$ cat src/rtl/ram4_16.sv
// Four-word memory bank: a 4-way demux steers the write enable to one word
// register, and a 4-way word mux returns the addressed word combinationally.

module dmux_4way_gate (
  input  logic       in,
  input  logic [1:0] sel,
  output logic       a,
  output logic       b,
  output logic       c,
  output logic       d
);

  assign a = in & ~sel[1] & ~sel[0];
  assign b = in & ~sel[1] &  sel[0];
  assign c = in &  sel[1] & ~sel[0];
  assign d = in &  sel[1] &  sel[0];

endmodule

module ram4_16 #(
  parameter int WIDTH = 16
) (
  input  logic             clk,
  input  logic             reset,
  input  logic [WIDTH-1:0] in,
  input  logic             load,
  input  logic [1:0]       address,
  output logic [WIDTH-1:0] out
);

  logic [3:0]       word_load;
  logic [WIDTH-1:0] word_q [4];
  logic [WIDTH-1:0] word_d [4];

  dmux_4way_gate u_load_dmux (
    .in  (load),
    .sel (address),
    .a   (word_load[0]),
    .b   (word_load[1]),
    .c   (word_load[2]),
    .d   (word_load[3])
  );

  // Each bit is a load register: take new data when its word is selected, else hold.
  always_comb begin
    for (int w = 0; w < 4; w++) begin
      word_d[w] = word_q[w];
      for (int b = 0; b < WIDTH; b++) begin
        word_d[w][b] = word_load[w] ? in[b] : word_q[w][b];
      end
    end
  end

  always_ff @(posedge clk or posedge reset) begin
    if (reset) begin
      for (int w = 0; w < 4; w++) begin
        word_q[w] <= '0;
      end
    end else begin
      for (int w = 0; w < 4; w++) begin
        word_q[w] <= word_d[w];
      end
    end
  end

  // Read has no bypass: a same-address write only shows after the edge.
  always_comb begin
    out = word_q[address];
  end

endmodule

$ cat config.mk
export PLATFORM = sky130hd
export DESIGN_NAME = ram4_16
export DESIGN_NICKNAME = d
export VERILOG_FILES = /design/src/rtl/ram4_16.sv
export SDC_FILE = /design/constraint.sdc
export NUM_CORES = 1
export LEC_CHECK = 0
export CAP_MARGIN = 20
export CORE_MARGIN = 4
export CORE_UTILIZATION = 54
export DETAILED_ROUTE_END_ITERATION = 16
export PLACE_DENSITY = 0.9
export SYNTH_ARGS = -nofsm -noshare
export SYNTH_HDL_FRONTEND = slang
export SYNTH_SLANG_ARGS = --single-unit
$ cat constraint.sdc
create_clock -name clk -period 2.5 [get_ports clk]
set_input_delay 0.75 -clock clk [delete_from_list [all_inputs] [get_ports clk]]
set_output_delay 0.75 -clock clk [all_outputs]
set_load 0.02 [all_outputs]
==> impl_results.md <==
* Status: complete, no violations
* Final non-filler cell total at approximately 290
* Post-Syn Instances at 157
* Initial core utilization at between 50% and 60%
* X dimension of the die at around 80 µm
* Largest reg by FF count: word_q
* Delay-heaviest family, CP: multiplexers
* Clk slew on worst S/H paths at approximately 0.070 ns
* Final Critical Period at ~2.5 ns
* Min setup slack post-route at 0.0235 ns
* Crit path cell chain: buf_4 -> buf_12 -> mux4_2 -> buf_2
* Max-slew violation count at 0
* Overall power at roughly 0.0028 W
* Critical path arrival at around 1.7 ns
* Met2 wire length at 3020 µm
* R2R cell count at 1
* Hold Buf Count CTS at 0
* Initial antenna violation count at 0
* Register area share after synthesis at between 50% and 60%
* First-pass GRT wire length at slightly below 10000 µm
* # placed instances at 266
* Die H at ~80 µm
* Number of global-route vias before repair at 1864
* Hold endpoint: word_q[27]
* Core area at around 4900 µm²
* Max-slew headroom at between 70% and 80%
* Maximum vdd drop at between 0.4 and 0.5 mV
* Final core utilization at roughly 73%
* CTS Sinks at 64
* Synth unique cells at 11
* Final Skew at 0 ns
* Endpoint type of the worst setup path: output pin
* Req. time, crit path at 1.75 ns
* Final Wtd Congestion at around 0.74
* Ant diodes at 0
* Mapped Area at 2810 µm²
* Reg2reg end: word_q[18]
* Total gr overflow at 0
* Total length of routed wires at between 5000 and 6000 µm
* Routed WL per cell at 20.7 µm
* CTS tree: yes
* Max FFs per register at 64
* Share of post-route cells with drive strength above 1 at between 60 and 70%
* Syn_nets at ~180
* Worst-Skew Late Latency at ~0.35 ns
* Crit-path max cell delay at 0.51 ns
* Initial DRC count at between 100 and 150
* Clk buf depth at 2
* Most frequent cells in the layout: mux2_2, dfrtp_1, clkdlybuf4s50_1
* Post-synthesis register bit count at 64
* Die ar. at approximately 6400 µm²
* Leakage at ~1.5 nW
* Synth top area share at about 57%
* CP Max Fanout at 6
* Kind of critical path: in -> out
* Crit path launch type: input pin
* Avg Cell Area, Syn at roughly 18 µm²
* Reg-to-reg startpoint: word_q[18]
* Top post-synthesis cells by area: dfrtp_1, mux2_2, mux4_2
* Dominant cell type by area after synthesis: dfrtp_1
* Max-cap violations at 0
* Via count at between 1500 and 2000
* Fmax at 404 MHz
* Metal-1 WL at around 2400 µm
* Crit path max-delay cell type: mux4_2
* Power per Cell Area at roughly 800 nW/µm²
* Row count at 25
* Placement Setup Slack at -0.822 ns
* Layout Nets at approximately 230
* Routed vias/inst at roughly 5.7
* Largest net degree at the start of global routing at 65
* I/O pin cnt at 37
* Setup repair after global routing missed its margin: true
* CTS buffer count at 9
* Synth-to-layout area growth at 26.0%
* FF-to-FF setup slack at roughly 1.7 ns
* Gr usage total at 21.4%
* Max layer used: met4
* Port Buffer Count at 36
* Post-DP HPWL at 3840 µm
* Biggest regs: word_q x64
* Worst hold path stage count at 1
* Worst Tran Pin Value at between 0.3 and 0.4 ns
* Post-route ant nets at 0
* Synth Warn # at 0
* Clk root buf: clkbuf_8
* Hold Crit Start: word_q[27]
* Final setup vio count at 0
* Min-Delay Path Class: reg -> reg
* CP bufs+invs at 3
* DRC at 0
* Met3 WL at 304 µm
* Hold Vio Cnt, Final at 0
* Period utilisation layout at 99.1%
* H-tree levels at 3
* 1st-pass router iterations at 4
## timing repair
action	in CTS	in global routing
gates resized for setup	80	1
buffers inserted	1	0
gates cloned	2	0
setup endpoints to repair	16	3
## metal layers
metal / vias up / track usage (%)
met1: 844 / 26.7
met3: 14 / 4.60
li1: 704 / -
met4: 0 / 9.97
met2: 53 / 35.6
met5: - / 0
## worst max path at each step
stage              end  cells past startpoint  startpoint
6_report        out[9]                      4  address[0]
5_1_grt         out[9]                      4  address[0]
4_1_cts         out[7]                      4  address[0]
3_5_place_dp   out[12]                      4  address[0]
3_3_place_gp   out[14]                      4  address[0]
2_1_floorplan  out[10]                      3  address[0]
## stage by stage
stage	setup TNS, ns	cell area, µm²	hold slack [ns]
global route	-0.00397	3540	0.522
finish	0	3540	0.505
global placement	-12.54	3350	0.481
detailed placement	-12.71	3350	0.491
floorplan	0	2820	0.474
CTS	0	3540	0.506
## final cells by class
class	count	area (µm²)
Timing Repair Buffer	53	528
Clock inverter	3	15.0
Tap cell	67	83.8
Fill cell	312	1340
Multi-Input combinational cell	84	1140
Inverter	1	3.75
Clock buffer	13	169
Sequential cell	64	1600
## power by group
group	switching, W	internal [W]	leakage [nW]
clock network	0.000392	0.000437	0.0992
registers	0.000103	0.00123	0.757
logic	0.000259	0.000364	0.680
total	0.000754	0.00203	1.54
## cell usage after synthesis (all sizes together)
cell type,number
mux4,16
nor3b,1
nand3,1
mux2,64
dfrtp,64
buf,8
inv,1
nand3b,2
## cell families (layout without fill, tap and decap cells)
group / count (synthesis) / in the layout / synth area share, %
buffers and inverters: 9 / 70 / 2.45
and+or+nand+nor: 4 / 4 / 2.14
muxes: 80 / 80 / 38.5
DFF: 64 / 64 / 57.0
No activity file was read; power rests on OpenSTA's default activity.
